===== src/rtl/i2c_regbank.sv =====
// Application-side register bank for the I2C slave: GP registers, control,
// sticky status, a 16-bit event counter with atomic hi-byte snapshot, and an ID byte.
module i2c_regbank #(
  parameter int         NREG     = 8,
  parameter logic [7:0] GP_RESET = 8'h00,
  parameter logic [7:0] ID_VALUE = 8'hA5
) (
  input  logic              clk,
  input  logic              rst_n,
  input  logic              rw,
  input  logic [7:0]        addr,
  input  logic              wen,
  input  logic [7:0]        wdata,
  input  logic              rdata_used,
  output logic [7:0]        rdata,
  input  logic              event_i,
  output logic              irq_o,
  output logic [8*NREG-1:0] gp_o
);

  localparam logic [7:0] A_CTRL   = 8'h08;
  localparam logic [7:0] A_STATUS = 8'h09;
  localparam logic [7:0] A_CNT_LO = 8'h0A;
  localparam logic [7:0] A_CNT_HI = 8'h0B;
  localparam logic [7:0] A_ID     = 8'h0F;
  localparam logic [7:0] NREG_B   = 8'(NREG);
  localparam int         IW       = (NREG > 1) ? $clog2(NREG) : 1;

  logic [7:0]    gp_q [NREG];
  logic          cnt_en_q, irq_en_q;
  logic          ovf_q, evt_q;
  logic [15:0]   cnt_q;
  logic [7:0]    shadow_q;

  logic          is_gp;
  logic [IW-1:0] gidx;
  logic          cnt_clr, sts_clr, ovf_set;
  logic [15:0]   cnt_d;
  logic          ovf_d, evt_d;
  logic [7:0]    rd_d;

  // The direction bit is informational; the address alone selects the register.
  logic unused_rw;
  assign unused_rw = rw;

  assign is_gp = (addr < NREG_B);
  assign gidx  = addr[IW-1:0];

  for (genvar i = 0; i < NREG; i++) begin : g_gp_out
    assign gp_o[8*i +: 8] = gp_q[i];
  end

  // Counter and sticky-status next state. Clear beats increment; a set beats
  // clear-on-read. cnt_en is the registered value, so a same-cycle CTRL write
  // cannot mask the event being counted.
  always_comb begin
    // NOTE: combinational blocks use blocking '=' and assign every output a
    // default first, so no path can leave a value held (which would infer a latch).
    cnt_d   = cnt_q;
    ovf_set = 1'b0;
    cnt_clr = wen && (addr == A_CTRL) && wdata[2];
    sts_clr = rdata_used && (addr == A_STATUS);
    if (cnt_clr) begin
      cnt_d = '0;
    end else if (event_i && cnt_en_q) begin
      cnt_d   = cnt_q + 16'd1;
      ovf_set = (cnt_q == 16'hFFFF);
    end
    ovf_d = (ovf_q & ~sts_clr) | ovf_set;
    evt_d = (evt_q & ~sts_clr) | event_i;
  end

  always_comb begin
    rd_d = 8'h00;
    if (is_gp) begin
      rd_d = gp_q[gidx];
    end else begin
      case (addr)
        A_CTRL:   rd_d = {6'b0, irq_en_q, cnt_en_q};
        A_STATUS: rd_d = {6'b0, evt_q, ovf_q};
        A_CNT_LO: rd_d = cnt_q[7:0];
        A_CNT_HI: rd_d = shadow_q;
        A_ID:     rd_d = ID_VALUE;
        default:  rd_d = 8'h00;
      endcase
    end
  end

  always_ff @(posedge clk or negedge rst_n) begin
    if (!rst_n) begin
      // NOTE: the GP array is software-visible state with a defined reset value,
      // so every entry is reset (it is flops, not a RAM macro).
      for (int i = 0; i < NREG; i++) gp_q[i] <= GP_RESET;
      cnt_en_q <= 1'b0;
      irq_en_q <= 1'b0;
      ovf_q    <= 1'b0;
      evt_q    <= 1'b0;
      cnt_q    <= '0;
      shadow_q <= 8'h00;
      rdata    <= 8'h00;
      irq_o    <= 1'b0;
    end else begin
      if (wen && is_gp) gp_q[gidx] <= wdata;
      if (wen && (addr == A_CTRL)) begin
        cnt_en_q <= wdata[0];
        irq_en_q <= wdata[1];
      end
      // Snapshot uses the pre-increment counter so LO/HI form one coherent value.
      if (rdata_used && (addr == A_CNT_LO)) shadow_q <= cnt_q[15:8];
      cnt_q <= cnt_d;
      ovf_q <= ovf_d;
      evt_q <= evt_d;
      rdata <= rd_d;
      irq_o <= irq_en_q & ovf_q;
    end
  end

endmodule


===== config.mk =====
export PLATFORM = sky130hd
export DESIGN_NAME = i2c_regbank
export DESIGN_NICKNAME = d
export VERILOG_FILES = /design/src/rtl/i2c_regbank.sv
export SDC_FILE = /design/constraint.sdc
export NUM_CORES = 1
export LEC_CHECK = 0
export ABC_AREA = 1
export BUFFER_PORTS_ARGS = -buffer_cell sky130_fd_sc_hd__buf_2
export CAP_MARGIN = 20
export CORE_AREA = 2 2 100 102
export CTS_BUF_LIST = sky130_fd_sc_hd__clkbuf_16
export DETAILED_ROUTE_END_ITERATION = 12
export DIE_AREA = 0 0 102 104
export HOLD_SLACK_MARGIN = 0.1
export PLACE_DENSITY_LB_ADDON = 0.25
export SLEW_MARGIN = 25
export SYNTH_ARGS = -nofsm -noshare
export SYNTH_HDL_FRONTEND = slang
export SYNTH_SLANG_ARGS = --single-unit

===== constraint.sdc =====
create_clock -name clk -period 1.63 [get_ports clk]
set_clock_uncertainty 0.2 [all_clocks]
set_input_delay 0.326 -clock clk [delete_from_list [all_inputs] [get_ports clk]]
set_output_delay 0.326 -clock clk [all_outputs]
set_load 0.01 [all_outputs]

==> flow_summary.yaml, run 1 <==
drt:
  drtIter0Drc: 358
  viasPerCell: 5.26
  wl_per_cell_um: 15.1
  routed_wl_um: 14200
  drtAntennaViolNets: 0
  drc: 0
  num_vias: 4947
  dr.pass1.iters: 5
placed_design:
  gp_congestion: 0.904
  dpl_worst_slack_ps: -254
  io_buffers: 93
  place_area_sq_um: 5920
  hpwl_um: 10300
clocking:
  cts_buffers: 9
  cts_sinks: 101
  insertion_delay_ps: 350
  clk_pin_slew_ps: 70
  ctsRootBufferMaster: "clkbuf_16"
  cts.path.max_buffers: 2
  htree_levels: 3
  cts_tree: "done"
timing:
  slew_violations: 0
  tightest_slew_ps: 408
  finalCriticalPeriod_ps: 1540
  setup-tns-final_ps: 0
  fmax_mhz: 651
  slew_headroom_pct: 72.8
  setup_ws_ps: 92.8
  finalHoldViolations: 0
  setup-violations-final: 0
  rsz0062_at_grt: "yes"
  fin_crit_sh_pct: 94.3
setup_path:
  cp_max_fo: 11
  arrival_ps: 1580
  setup.worst_path.start_class: "input port"
  critPathBufInv: 2
  worstSetupPathType: "in -> reg"
  critPathRequiredTime_ps: 1670
  crit_chain: "buf_2 -> inv_2 -> nand2_2 -> nor2_4 -> nand2_2 -> nor2_8 -> nand3b_2 -> nand2_1 -> nand2_1"
  crit_family: "simple AND/OR/NAND/NOR gates"
  slowest_delay_ps: 270
  critPathSlowestCell: "nand3b_2"
  cp-end-kind: "flip-flop"
global_route:
  grt_usage_pct: 27.6
  overflow: 0
  grt_pass1_wl_um: 22500
  grt_max_degree: 36
  antenna_found_initial: 0
  grt_pass1_vias: 4547
floorplan:
  fp.coreArea_sq_um: 9550
  die_area_sq_um: 10600
  die_h_um: 104
  rows: 36
  start_util_pct: 53.1
  ios: 95
  die_x_um: 102
layout:
  fin_area_sq_um: 6330
  final_common_cell: "nand2_1"
  num_antenna_cells: 0
  layout.nets: 826
  final_util_pct: 66.3
  syn_to_final_growth_pct: 24.8
  drive_above_1_share_pct: 23.5
  layout_common_cells: "273 x nand2_1, 101 x dfrtp_1, 92 x buf_2"
power:
  irDropWorstVdd_uv: 506
  p_leak_uw: 0.00365
  p_per_area_nw_per_um2: 881
logic_synthesis:
  ys_ff_latch: 101
  netlist_area_sq_um: 5070
  netlist-cell-type-count: 29
  synth_nets: 695
  synthCells: 672
  ys_warn_count: 0
  yosysSeqAreaShare_pct: 49.8
  avgSynthCellArea_sq_um: 7.55
outcome:
  status: "finished, final reports clean"
worst_hold_path:
  worstHoldPathType: "in -> reg"
flow_run:
  drv_cap: 0
power breakdown:
part | switching, uW | internal, uW | total (uW)
sequential | 95.6 | 2620 | 2720
combinational | 427 | 261 | 688
clock | 972 | 1200 | 2170
total | 1490 | 4080 | 5580
kinds of logic after synthesis:
| group | synth area share, % |
|---|---|
| flops | 49.8 |
| fa+ha+maj | 0.247 |
| buf+inv | 6.80 |
| simple gates | 35.9 |
| compound gates | 6.85 |
| xor+xnor | 0.345 |
worst register-to-register path, stage by stage (launching register included):
cell	delay, ps
dfrtp_1	410
nand2_2	120
inv_1	90
nand2_1	100
buf_4	150
nor2_1	150
nand3_1	90
nand2_1	70
nor2_1	40
timing repair:
item / CTS / global route
setup endpoints to repair: 2 / 35
pin swaps: 0 / 0
hold buffers: 9 / 0
hold endpoints to repair: 120 / 0
buffers inserted: 0 / 0
resized for setup: 1 / 7
final cells by class:
cell class	count	area (sq um)
fill	856	3220
sequential	101	2530
multi-input combinational	493	2230
timing repair buffer	143	903
clock buffer	9	225
inverter	55	206
tap	133	166
clock inverter	7	73.8
cell usage after synthesis:
| master | count | area, sq um |
|---|---|---|
| a21oi_1 | 2 | 10.0 |
| and2_1 | 1 | 6.26 |
| buf_2 | 12 | 60.1 |
| buf_4 | 6 | 45.0 |
| buf_6 | 2 | 22.5 |
| clkbuf_1 | 3 | 11.3 |
| dfrtp_1 | 101 | 2530 |
| ha_1 | 1 | 12.5 |
| inv_1 | 50 | 188 |
| inv_2 | 5 | 18.8 |
| nand2_1 | 274 | 1030 |
| nand2_2 | 8 | 50.1 |
| nand2_4 | 1 | 11.3 |
| nand3_1 | 81 | 405 |
| nand3_2 | 3 | 30.0 |
| nand3b_2 | 1 | 11.3 |
| nand4_1 | 3 | 18.8 |
| nor2_1 | 45 | 169 |
| nor2_2 | 3 | 18.8 |
| nor2_4 | 3 | 33.8 |
| nor2_8 | 1 | 20.0 |
| nor3_1 | 3 | 15.0 |
| o21a_1 | 2 | 15.0 |
| o21ai_0 | 48 | 240 |
| o21ai_1 | 1 | 5.00 |
| o21ai_2 | 8 | 70.1 |
| o21bai_1 | 1 | 7.51 |
| or2_2 | 1 | 6.26 |
| xor2_1 | 2 | 17.5 |
worst paths after layout:
check	startpoint	to	slack, ps	cells past startpoint
worst min-delay path	wdata[2]	gp_o[26]	130	3
max in group asynchronous	rst_n	cnt_q[5]	490	3
worst min register to register	evt_q	evt_q	290	2
worst max-delay path	addr[6]	gp_o[10]	90	9
min in group asynchronous	rst_n	gp_o[35]	230	2
worst max register to register	cnt_en_q	cnt_q[14]	120	8
flip-flops by register name, indices dropped and copies added, names as in the netlist:
name	flops
gp_o	64
cnt_q	16
rdata	8
shadow_q	8
cnt_en_q	1
evt_q	1
irq_en_q	1
irq_o	1
ovf_q	1
per-layer routing:
layer,global-route usage (%),up-vias,wire [um]
li1,-,2397,-
met1,41.5,2323,6370
met2,40.1,200,6520
met4,9.62,0,310
met3,4.91,27,1040
met5,0,-,0
metrics by stage:
| step | power, uW | hold slack, ps | instances |
|---|---|---|---|
| 5_1_grt | 5800 | 122 | 941 |
| 3_5_place_dp | 3420 | 61.6 | 916 |
| 4_1_cts | 5580 | 106 | 941 |
| 3_3_place_gp | 3400 | 57.9 | 916 |
| 2_1_floorplan | 3070 | -170 | 672 |
| 6_report | 5580 | 128 | 941 |
Power figures use the tool's default switching activity.
==> run 2: changes to the inputs <==
--- a/config.mk
+++ b/config.mk
@@ -6,7 +6,7 @@
 export NUM_CORES = 1
 export LEC_CHECK = 0
 export ABC_AREA = 1
-export BUFFER_PORTS_ARGS = -buffer_cell sky130_fd_sc_hd__buf_2
+export BUFFER_PORTS_ARGS = -buffer_cell sky130_fd_sc_hd__buf_4
 export CAP_MARGIN = 20
 export CORE_AREA = 2 2 100 102
 export CTS_BUF_LIST = sky130_fd_sc_hd__clkbuf_16
==> flow_summary.yaml, run 2 (synthesis gave the netlist of run 1 again) <==
floorplan:
  die_area_sq_um: 10600
  rows: 36
  die_h_um: 104
  ios: 95
  start_util_pct: 53.1
  die_x_um: 102
  fp.coreArea_sq_um: 9550
outcome:
  status: "finished, final reports clean"
setup_path:
  cp_max_fo: 3
  rr_endpoint: "cnt_q[10]"
  worstRegToRegCells: 7
  setup.worst_path.start_class: "flip-flop"
  setup.worst_path.start: "cnt_q[1]"
  critPathBufInv: 1
  reg2reg_slack_ps: 80
  critPathRequiredTime_ps: 1700
  rr_startpoint: "cnt_q[1]"
  slowest_delay_ps: 370
  crit_family: "simple AND/OR/NAND/NOR gates"
  worstSetupPathType: "reg -> reg"
  cp-end-kind: "flip-flop"
  crit_cells: 7
  critPathSlowestCell: "dfrtp_1"
  crit_path_end: "cnt_q[10]"
  arrival_ps: 1620
  crit_chain: "ha_1 -> nand3_2 -> nor2_4 -> nand2_1 -> o21bai_1 -> inv_1 -> nor2_1"
power:
  clkPwrFrac_pct: 39.0
  power.internal_uw: 4270
  sequentialPowerShare_pct: 47.7
  report.power.total_uw: 5720
  power.share.combinational_pct: 13.4
  switching_share_pct: 25.3
  p_leak_uw: 0.00377
  irDropWorstVdd_uv: 617
  p_per_area_nw_per_um2: 857
  power.switching_uw: 1450
layout:
  nFillCells: 801
  final_common_cell: "nand2_1"
  num_antenna_cells: 0
  layout.nets: 835
  final_util_pct: 69.9
  drive_above_1_share_pct: 23.5
  layout_common_cells: "274 x nand2_1, 137 x buf_4, 101 x dfrtp_1"
  syn_to_final_growth_pct: 31.6
  fin_area_sq_um: 6680
  largest_register_ffs: 64
global_route:
  overflow: 0
  antenna_found_initial: 0
  grt_usage_pct: 28.1
  grt_max_degree: 29
  grt_pass1_wl_um: 23100
  grt_pass1_vias: 4608
timing:
  fmax_mhz: 645
  finalHoldViolations: 0
  setup_ws_ps: 80.7
  finalCriticalPeriod_ps: 1550
  slew_headroom_pct: 71.8
  fin_crit_sh_pct: 95.1
  setup-violations-final: 0
  slew_violations: 0
  tightest_slew_ps: 422
clocking:
  htree_levels: 3
  clk_pin_slew_ps: 70
  cts_sinks: 101
  insertion_delay_ps: 340
  cts.path.max_buffers: 2
  cts_buffers: 9
  cts_tree: "done"
  ctsRootBufferMaster: "clkbuf_16"
flow_run:
  drv_cap: 0
worst_hold_path:
  whs_path_depth: 3
  worstHoldPathType: "in -> reg"
drt:
  drtIter0Drc: 266
  wl_per_cell_um: 15.4
  drtAntennaViolNets: 0
  num_vias: 4983
  dr.pass1.iters: 7
  drc: 0
  routed_wl_um: 14600
  viasPerCell: 5.25
placed_design:
  hpwl_um: 10700
  gp_congestion: 0.921
  dpl_worst_slack_ps: -294
  io_buffers: 93
  place_area_sq_um: 6140
==> run 2: cell types whose count changed in the layout (fill, tap and decap cells not counted), sizes merged <==
cell,delta
clkinvlp,-1
nor2,+1
buf,+7
clkinv,+2
dlygate4sd3,+1
inv,-2
bufinv,+1
==> run 2: how the worst min path moves through the flow <==
stage	start	endpoint	slack, ps
final	wen	cnt_en_q	140
after detailed placement	rst_n	gp_o[35]	80
after CTS	wen	cnt_en_q	130
after global placement	rst_n	gp_o[39]	80
after global routing	wen	cnt_en_q	170
after floorplan	rst_n	cnt_en_q	-170
==> run 2: layout make-up <==
cell class	count	area, sq um	area share, %
Clock inverter	7	80.1	1.20
Inverter	55	206	3.09
Timing Repair Buffer	151	1210	18.1
Multi-Input combinational cell	494	2260	33.9
Sequential cell	101	2530	37.9
Clock buffer	9	225	3.37
Tap cell	133	166	2.49
==> run 2: power groups by stage <==
stage,Clock (uW),Combinational (uW),Sequential (uW)
global placement,0,703,2760
CTS,2240,753,2720
detailed placement,0,728,2770
global route,2330,841,2740
floorplan,0,287,2790
finish,2230,765,2730
==> run 2: routing by layer <==
metal	global-route usage [%]	vias up	routed length, um
li1	-	2402	-
met5	0	-	0
met2	41.6	194	6730
met3	4.37	26	1040
met4	10.2	0	295
met1	41.9	2361	6530
==> run 2: repair_timing <==
item | CTS | global route
setup endpoints to repair | 2 | 42
hold buffers | 10 | 0
pin swaps | 0 | 3
gates resized for setup | 1 | 9
gates cloned | 0 | 1
setup buffers | 0 | 9
endpoints found under the hold margin | 126 | 0
==> run 2: stage by stage <==
| stage | setup TNS (ps) | hold WS (ps) | std cells |
|---|---|---|---|
| global placement | -12850 | 84.7 | 914 |
| finish | 0 | 141 | 950 |
| detailed placement | -17940 | 84.1 | 914 |
| global route | -71.9 | 172 | 950 |
| CTS | 0 | 133 | 940 |
| floorplan | 0 | -170 | 672 |
==> run 2: worst reg2reg max path, stage by stage (launching register included) <==
cell,delay [ps]
dfrtp_1,370
ha_1,220
nand3_2,130
nor2_4,180
nand2_1,90
o21bai_1,140
inv_1,50
nor2_1,90
==> run 3: changes to the inputs <==
==> constraint.sdc (replaced) <==
create_clock -name clk -period 1.8 [get_ports clk]
set_clock_uncertainty 0.2 [all_clocks]
set_input_delay 0.36 -clock clk [delete_from_list [all_inputs] [get_ports clk]]
set_output_delay 0.36 -clock clk [all_outputs]
set_load 0.01 [all_outputs]
==> flow_summary.yaml, run 3 (synthesis gave the netlist of run 1 again) <==
timing:
  fmax_mhz: 584
  setup-violations-final: 0
  slew_headroom_pct: 62.4
  rsz0062_at_grt: "no"
  tightest_slew_ps: 563
  slew_violations: 0
  finalHoldViolations: 0
  finalCriticalPeriod_ps: 1710
  fin_crit_sh_pct: 95.1
  hold_ws_ps: 112
global_route:
  grt_pass1_vias: 4533
  grt_max_degree: 36
  overflow: 0
  grt_pass1_wl_um: 22700
  antenna_found_initial: 0
  grt_usage_pct: 27.9
floorplan:
  ios: 95
  die_x_um: 102
  rows: 36
  die_h_um: 104
  fp.coreArea_sq_um: 9550
  start_util_pct: 53.1
  die_area_sq_um: 10600
placed_design:
  io_buffers: 93
  place_area_sq_um: 6020
  gp_congestion: 0.908
  hpwl_um: 10400
power:
  power.switching_uw: 1320
  clkPwrFrac_pct: 36.4
  p_leak_uw: 0.00356
  sequentialPowerShare_pct: 50.5
  p_per_area_nw_per_um2: 765
  irDropWorstVdd_uv: 423
  switching_share_pct: 27.1
  power.share.combinational_pct: 13.1
  power.internal_uw: 3570
layout:
  nFillCells: 845
  drive_above_1_share_pct: 21.7
  layout.nets: 810
  syn_to_final_growth_pct: 25.9
  final_common_cell: "nand2_1"
  num_antenna_cells: 0
  layout_common_cells: "273 x nand2_1, 117 x buf_4, 101 x dfrtp_1"
  fin_area_sq_um: 6390
  largest_register_ffs: 64
setup_path:
  cp_max_fo: 6
  rr_startpoint: "cnt_q[1]"
  arrival_ps: 1760
  slowest_delay_ps: 530
  critPathRequiredTime_ps: 1850
  crit_chain: "dlygate4sd3_1 -> buf_4 -> nand2_2 -> inv_1 -> buf_4 -> or2_2 -> nand3_1 -> inv_1"
  setup.worst_path.start: "event_i"
  worstRegToRegCells: 7
  critPathSlowestCell: "dlygate4sd3_1"
  cp-end-kind: "flip-flop"
  worstSetupPathType: "in -> reg"
  setup.worst_path.start_class: "input port"
drt:
  routed_wl_um: 14100
  wl_per_cell_um: 15.2
  dr.pass1.iters: 5
  drc: 0
  drtIter0Drc: 395
  viasPerCell: 5.27
  num_vias: 4874
  drtAntennaViolNets: 0
clocking:
  insertion_delay_ps: 350
  cts_tree: "done"
  post_cts_buffers: 0
  htree_levels: 3
  clk_pin_slew_ps: 70
  cts_sinks: 101
  cts.path.max_buffers: 2
  cts_buffers: 9
  ctsRootBufferMaster: "clkbuf_16"
worst_hold_path:
  whs_path_depth: 3
  worstHoldPathType: "in -> reg"
  min-delay-start: "wdata[0]"
flow_run:
  drv_cap: 0
outcome:
  status: "finished, final reports clean"
==> run 3: changes by cell type in the layout (fill, tap and decap cells not counted), sizes merged <==
cell,delta
clkinvlp,+2
clkinv,-1
inv,+1
dlygate4sd3,-2
buf,-22
bufinv,-2
nor2,-1
==> run 3: area by class of cell <==
class | count | area, sq um | share of cell area (%)
Timing Repair Buffer | 127 | 998 | 15.6
Clock buffer | 9 | 225 | 3.53
Multi-Input combinational cell | 493 | 2220 | 34.8
Clock inverter | 7 | 41.3 | 0.646
Tap cell | 133 | 166 | 2.61
Sequential cell | 101 | 2530 | 39.6
Inverter | 55 | 206 | 3.23
==> run 3: path summary, 6_finish.rpt <==
check,to,slack (ps)
max in group asynchronous,gp_o[16],530
setup reg to reg,ovf_q,180
min in group asynchronous,gp_o[39],300
hold reg to reg,shadow_q[7],290
setup / recovery,cnt_q[0],90
hold / removal,gp_o[24],110
==> run 3: stage by stage <==
stage / TNS, ps / total power (uW) / utilization, % / std cells / setup slack, ps
after global placement: -1060 / 3110 / 63.1 / 901 / -40.4
after detailed placement: -2180 / 3130 / 63.1 / 901 / -99.0
after floorplan: 0 / 2780 / - / 672 / 147
final: 0 / 4890 / 66.9 / 925 / 87.6
after global routing: 0 / 5060 / 66.9 / 925 / 28.1
after CTS: 0 / 4890 / 66.7 / 925 / 28.9
==> run 3: power by group through the flow <==
stage	combinational, uW	clock [uW]	sequential, uW
2_1_floorplan	260	0	2520
3_3_place_gp	603	0	2510
3_5_place_dp	620	0	2510
4_1_cts	637	1790	2470
5_1_grt	709	1870	2480
6_report	639	1780	2470
==> run 3: critical path, delay by kind of cell <==
kind | cells | cell delay [ps]
buffers and inverters | 5 | 930
and+or+nand+nor | 3 | 470
==> run 3: per-layer routing <==
| layer | global-route usage, % | vias to the layer above | share of wire (%) |
|---|---|---|---|
| li1 | - | 2357 | - |
| met1 | 41.4 | 2277 | 44 |
| met2 | 40.8 | 224 | 46 |
| met3 | 4.84 | 16 | 7.9 |
| met4 | 10.6 | 0 | 1.3 |
| met5 | 0 | - | 0 |
==> run 3: repair_timing <==
| action | CTS | global route |
|---|---|---|
| endpoints found under the setup margin | 0 | 10 |
| endpoints found under the hold margin | 41 | 0 |
| hold buffers | 8 | 0 |
| resized for setup | 0 | 6 |
